$ cat config.mk
export PLATFORM = sky130hd
export DESIGN_NAME = uart_rx
export DESIGN_NICKNAME = d
export VERILOG_FILES = /design/src/rtl/uart_rx.sv
export SDC_FILE = /design/constraint.sdc
export NUM_CORES = 1
export LEC_CHECK = 0
export CAP_MARGIN = 20
export CORE_ASPECT_RATIO = 0.6
export CORE_MARGIN = 5
export CORE_UTILIZATION = 35
export CTS_BUF_LIST = sky130_fd_sc_hd__clkbuf_8
export CTS_CLUSTER_SIZE = 20
export DETAILED_ROUTE_END_ITERATION = 8
export GPL_TIMING_DRIVEN = 0
export SLEW_MARGIN = 20
export SYNTH_ARGS = -nofsm -noshare
export SYNTH_HDL_FRONTEND = slang
export SYNTH_SLANG_ARGS = --single-unit
$ cat constraint.sdc
create_clock -name clk -period 2.5 [get_ports clk]
set_input_delay 0.375 -clock clk [delete_from_list [all_inputs] [get_ports clk]]
set_output_delay 0.375 -clock clk [all_outputs]
set_load 0.02 [all_outputs]
$ cat src/rtl/uart_rx.sv
// UART receiver: 2-flop synchronizer, mid-bit sampling FSM, optional parity,
// valid/ready output holding register with sticky overrun.
module uart_rx #(
    parameter int CLKS_PER_BIT = 50_000_000 / 115_200,
    parameter int BITS_N       = 8,
    parameter int PARITY_TYPE  = 2
) (
    input  logic              clk,
    input  logic              rst,
    input  logic              uart_in,
    input  logic              ready,
    output logic [BITS_N-1:0] data_rx,
    output logic              valid,
    output logic              parity_err,
    output logic              framing_err,
    output logic              overrun
);

    localparam int CNT_W = $clog2(CLKS_PER_BIT);
    localparam int IDX_W = (BITS_N > 1) ? $clog2(BITS_N) : 1;
    localparam logic [CNT_W-1:0] CNT_FULL = CNT_W'(CLKS_PER_BIT - 1);
    localparam logic [CNT_W-1:0] CNT_HALF = CNT_W'(CLKS_PER_BIT / 2 - 1);
    localparam logic [IDX_W-1:0] IDX_LAST = IDX_W'(BITS_N - 1);

    typedef enum logic [2:0] {
        IDLE,
        START_BIT,
        DATA_BITS,
        PARITY,
        STOP_BIT
    } state_t;

    state_t             state_q, state_d;
    logic               sync1_q, sync2_q;
    logic [CNT_W-1:0]   cnt_q, cnt_d;
    logic [IDX_W-1:0]   idx_q, idx_d;
    logic [BITS_N-1:0]  shift_q, shift_d;
    logic               perr_int_q, perr_int_d;
    logic [BITS_N-1:0]  data_rx_q, data_rx_d;
    logic               valid_q, valid_d;
    logic               parity_err_q, parity_err_d;
    logic               framing_err_q, framing_err_d;
    logic               overrun_q, overrun_d;
    logic               frame_done;
    logic               stop_low;
    logic               rx;
    logic               exp_parity;

    assign rx         = sync2_q;
    assign exp_parity = (PARITY_TYPE == 1) ? ~(^shift_q) : (^shift_q);

    always_comb begin
        state_d    = state_q;
        cnt_d      = cnt_q;
        idx_d      = idx_q;
        shift_d    = shift_q;
        perr_int_d = perr_int_q;
        frame_done = 1'b0;
        stop_low   = 1'b0;
        case (state_q)
            IDLE: begin
                if (!rx) begin
                    cnt_d   = '0;
                    idx_d   = '0;
                    state_d = START_BIT;
                end
            end
            START_BIT: begin
                if (cnt_q == CNT_HALF) begin
                    if (rx) begin
                        state_d = IDLE;
                    end else begin
                        cnt_d      = '0;
                        perr_int_d = 1'b0;
                        state_d    = DATA_BITS;
                    end
                end else begin
                    cnt_d = cnt_q + 1'b1;
                end
            end
            DATA_BITS: begin
                if (cnt_q == CNT_FULL) begin
                    cnt_d          = '0;
                    shift_d[idx_q] = rx;
                    if (idx_q == IDX_LAST) begin
                        state_d = (PARITY_TYPE != 0) ? PARITY : STOP_BIT;
                    end else begin
                        idx_d = idx_q + 1'b1;
                    end
                end else begin
                    cnt_d = cnt_q + 1'b1;
                end
            end
            PARITY: begin
                if (cnt_q == CNT_FULL) begin
                    cnt_d      = '0;
                    perr_int_d = rx ^ exp_parity;
                    state_d    = STOP_BIT;
                end else begin
                    cnt_d = cnt_q + 1'b1;
                end
            end
            STOP_BIT: begin
                // Return to IDLE at the mid-bit sample so the next start edge is not missed.
                if (cnt_q == CNT_FULL) begin
                    cnt_d      = '0;
                    frame_done = 1'b1;
                    stop_low   = ~rx;
                    state_d    = IDLE;
                end else begin
                    cnt_d = cnt_q + 1'b1;
                end
            end
            default: state_d = IDLE;
        endcase
    end

    always_comb begin
        data_rx_d     = data_rx_q;
        valid_d       = valid_q;
        parity_err_d  = parity_err_q;
        framing_err_d = framing_err_q;
        overrun_d     = overrun_q;
        if (valid_q && ready) begin
            valid_d   = 1'b0;
            overrun_d = 1'b0;
        end
        if (frame_done) begin
            if (!valid_q || ready) begin
                data_rx_d     = shift_q;
                parity_err_d  = (PARITY_TYPE != 0) && perr_int_q;
                framing_err_d = stop_low;
                valid_d       = 1'b1;
            end else begin
                overrun_d = 1'b1;
            end
        end
    end

    always_ff @(posedge clk or posedge rst) begin
        if (rst) begin
            sync1_q       <= 1'b1;
            sync2_q       <= 1'b1;
            state_q       <= IDLE;
            cnt_q         <= '0;
            idx_q         <= '0;
            shift_q       <= '0;
            perr_int_q    <= 1'b0;
            data_rx_q     <= '0;
            valid_q       <= 1'b0;
            parity_err_q  <= 1'b0;
            framing_err_q <= 1'b0;
            overrun_q     <= 1'b0;
        end else begin
            sync1_q       <= uart_in;
            sync2_q       <= sync1_q;
            state_q       <= state_d;
            cnt_q         <= cnt_d;
            idx_q         <= idx_d;
            shift_q       <= shift_d;
            perr_int_q    <= perr_int_d;
            data_rx_q     <= data_rx_d;
            valid_q       <= valid_d;
            parity_err_q  <= parity_err_d;
            framing_err_q <= framing_err_d;
            overrun_q     <= overrun_d;
        end
    end

    assign data_rx     = data_rx_q;
    assign valid       = valid_q;
    assign parity_err  = parity_err_q;
    assign framing_err = framing_err_q;
    assign overrun     = overrun_q;

endmodule

==> results_dict.tcl <==
set metrics [dict create \
    htreeDepth 2 \
    std_cell_rows 21 \
    cts_hold_buf 0 \
    synth.top_cell.area_share_pct 45.98 \
    synth.distinct_cells 43 \
    cts_tree "yes" \
    firstDrtPassIters 4 \
    reg2reg_to "shift_q[5]" \
    synth_seq_area_share_pct 48.66 \
    fillers 531 \
    status "completed" \
    vias 1495 \
    first_global_vias 1304 \
    grt_util_all_layers_pct 12.31 \
    synth-compound-area-share_pct 11.94 \
    power_leakage_nw 1.027 \
    peakVddDrop_v 0.0001809 \
    grt.overflow.total 0 \
    maxSlewHeadroom_pct 55.74 \
    max_freq_mhz 455.5 \
    cp.buffers_inverters 2 \
    wirelength_um 4085 \
    finalCriticalPeriod_ns 2.195 \
    holdPathEnd "rx" \
    grt_max_degree 22 \
    finClkSkew_ns 0.004366 \
    synth_top_family_by_area "simple AND/OR/NAND/NOR gates" \
    r2r_start "cnt_q[1]" \
    hp-start "sync1_q" \
    critPathKind "flip-flop to flip-flop" \
    insertion_delay_ns 0.29 \
    cts_setup_buffers 0 \
    avgSynthCellArea_um2 10.71 \
    diodes 0 \
    synthAdderAreaFrac_pct 3.193 \
    cp-start-kind "flip-flop" \
    antenna_found_initial 0 \
    wl_per_cell_um 14.80 \
    grt_first_pass_wirelength_um 6865 \
    slew_violations 0 \
    layout.nets 215 \
    gp_congestion 0.8058 \
    muxShareOfSynthArea_pct 10.34 \
    cp_max_fo 7 \
    end_kind "flip-flop" \
    start_util_pct 35.68 \
    crit_path_top_delay_cell "dfrtp_1" \
    synth_area_um2 1959 \
    setup_violations 0 \
    critical_path_arrival_ns 2.37 \
    yosys_register_bits 38 \
    drtIter0Drc 77 \
    dpl_worst_slack_ns 0.3270 \
    cts.clk_slew.worst_paths_ns 0.08 \
    worstPathCellList "inv_1 > ha_1 > and4b_1 > clkbuf_1 > nand3_1 > nor3_1 > mux2_2" \
    clockBufferDepth 2 \
    synthCells 183 \
    area_delta_synth_final_pct 18.14 \
    ios 16 \
    synth_simple_gate_area_share_pct 19.16 \
    cts_buffers 5 \
    dieWidth_um 106.6 \
    drtAntennaViolNets 0 \
    hp-class "flip-flop to flip-flop" \
    die_area_um2 7244 \
    yosysTopAreaCell "dfrtp_1" \
    r2r_slack_ns 0.30 \
    drc_errors 0 \
    core_area_um2 5492 \
    cpPeakStageDelay_ns 0.42 \
    finalHoldViolCount 0 \
    post_cts_resize_count 0 \
    r2r_cells 7 \
    worstPathRequired_ns 2.68 \
    critPathTopFamily "simple AND/OR/NAND/NOR gates" \
    maxCapViolations 0 \
    drive_gt1_share_pct 16.91 \
    fin_crit_sh_pct 87.81 \
    holdPathStages 0 \
    worstMarginPinSlew_ns 0.6639 \
    vias_per_cell 5.417 \
    synth.area.top_cells "dfrtp_1 (46%), mux2_2 (9.2%), nand3_1 (3.3%), ha_1 (3.2%), dfstp_2 (2.7%)" \
    synthXorXnorAreaFrac_pct 4.278 \
    hpwlAfterDp_um 3026 \
    power.density_nw_per_um2 474.8 \
    die_h_um 67.96 \
    clockRootBuffer "clkbuf_8" \
    rsz0062_at_grt "no" \
    setup_tns_ns 0 \
    cts.sinks 38 \
    ys_warn_count 0 \
    portBuffers 15 \
    postSynthNetCount 192 \
    hold-worst-slack_ns 0.3599 \
    worst_slack_ns 0.3048 \
]
[power breakdown]
part           switching, W  total [W]  internal [W]
Sequential       0.00000228   0.000621      0.000618
Clock              0.000221   0.000440      0.000219
Combinational     0.0000236  0.0000388     0.0000152
Total              0.000247    0.00110      0.000852
[cells by family (layout without fill, tap and decap cells)]
family	after synthesis	after routing
buffers and inverters	12	36
AOI/OAI and AO/OA	34	34
and+or+nand+nor	68	68
muxes	18	18
xor gates and xnor gates	8	8
DFF	38	38
adders and majority gates	5	5
[per-stage QoR]
step                instances  instance area, um2  utilization, %  total power [W]
floorplan                 183                1959               -        0.0006522
global placement          267                2196           39.99        0.0006674
detailed placement        268                2223           40.49        0.0006728
CTS                       276                2315           42.15         0.001106
global route              276                2315           42.15         0.001144
finish                    276                2315           42.15         0.001099
[worst max path at each step]
stage / start / to / slack, ns / depth (start not counted)
6_report: cnt_q[1] / shift_q[5] / 0.30 / 7
5_1_grt: cnt_q[1] / shift_q[6] / 0.11 / 7
4_1_cts: cnt_q[1] / shift_q[5] / 0.31 / 7
3_5_place_dp: cnt_q[1] / shift_q[6] / 0.33 / 7
3_3_place_gp: cnt_q[1] / shift_q[5] / 0.31 / 7
2_1_floorplan: cnt_q[0] / cnt_q[1] / 0.63 / 6
[registers in the layout (all words and copies together) (netlist names)]
name,count
cnt_q,9
data_rx,8
shift_q,8
idx_q,3
state_q,3
framing_err,1
overrun,1
parity_err,1
perr_int_q,1
rx,1
sync1_q,1
valid,1
[metal layers]
metal	global-route usage, %	up-vias	part of all wire [%]	wire, um
li1	-	720	-	-
met1	19.93	729	57	2332
met2	15.44	41	36	1476
met3	3.205	5	5.6	229
met4	3.349	0	1.1	46
met5	0	-	0	0
[cells in the final DEF (no fill, tap or decap), types with 2 or more instances in the layout]
| master | instances |
|---|---|
| a21oi_1 | 3 |
| a22o_1 | 2 |
| and3_1 | 2 |
| buf_2 | 2 |
| clkbuf_1 | 4 |
| clkbuf_8 | 6 |
| clkdlybuf4s50_1 | 15 |
| dfrtp_1 | 36 |
| dfstp_2 | 2 |
| ha_1 | 5 |
| inv_1 | 6 |
| mux2_1 | 2 |
| mux2_2 | 16 |
| nand2_1 | 13 |
| nand2b_1 | 3 |
| nand3_1 | 13 |
| nand3b_1 | 2 |
| nand4_1 | 4 |
| nor2_1 | 7 |
| nor2b_1 | 4 |
| nor3_1 | 9 |
| nor4_1 | 2 |
| o211ai_1 | 3 |
| o21ai_0 | 9 |
| o21ai_1 | 4 |
| o22ai_1 | 3 |
| o31a_1 | 3 |
| o31ai_2 | 2 |
| xnor2_1 | 5 |
| xor2_1 | 2 |
[cell usage after synthesis (all sizes together)]
master	count
nor4	2
nor3	9
nand2b	3
xnor2	5
and4b	1
a31oi	1
nor3b	2
nand4	4
nand2	13
a22o	2
a2bb2oi	1
dfstp	2
xnor3	1
and3	2
a41o	1
and4bb	1
nand3b	2
and2	1
o22ai	3
inv	6
ha	5
dfrtp	36
o31ai	2
o21ai	13
o211ai	3
mux2	18
or4b	1
a32o	1
or2	2
o31a	3
clkbuf	4
nand3	13
o221ai	1
xor2	2
nor2	8
nor2b	4
buf	2
a21oi	3
[final cells by class]
class / count / area [um2] / share of cell area (%)
clock buffers: 6 / 82.58 / 3.568
plain buffers: 6 / 25.02 / 1.081
inverters: 6 / 22.52 / 0.9730
well taps: 69 / 86.33 / 3.730
multi-input cells: 133 / 958.4 / 41.41
flip-flops and latches: 38 / 953.4 / 41.19
clock inverters: 2 / 8.758 / 0.3784
repair buffers: 16 / 177.7 / 7.676
Note: power is estimated with default switching activity, not from simulation.
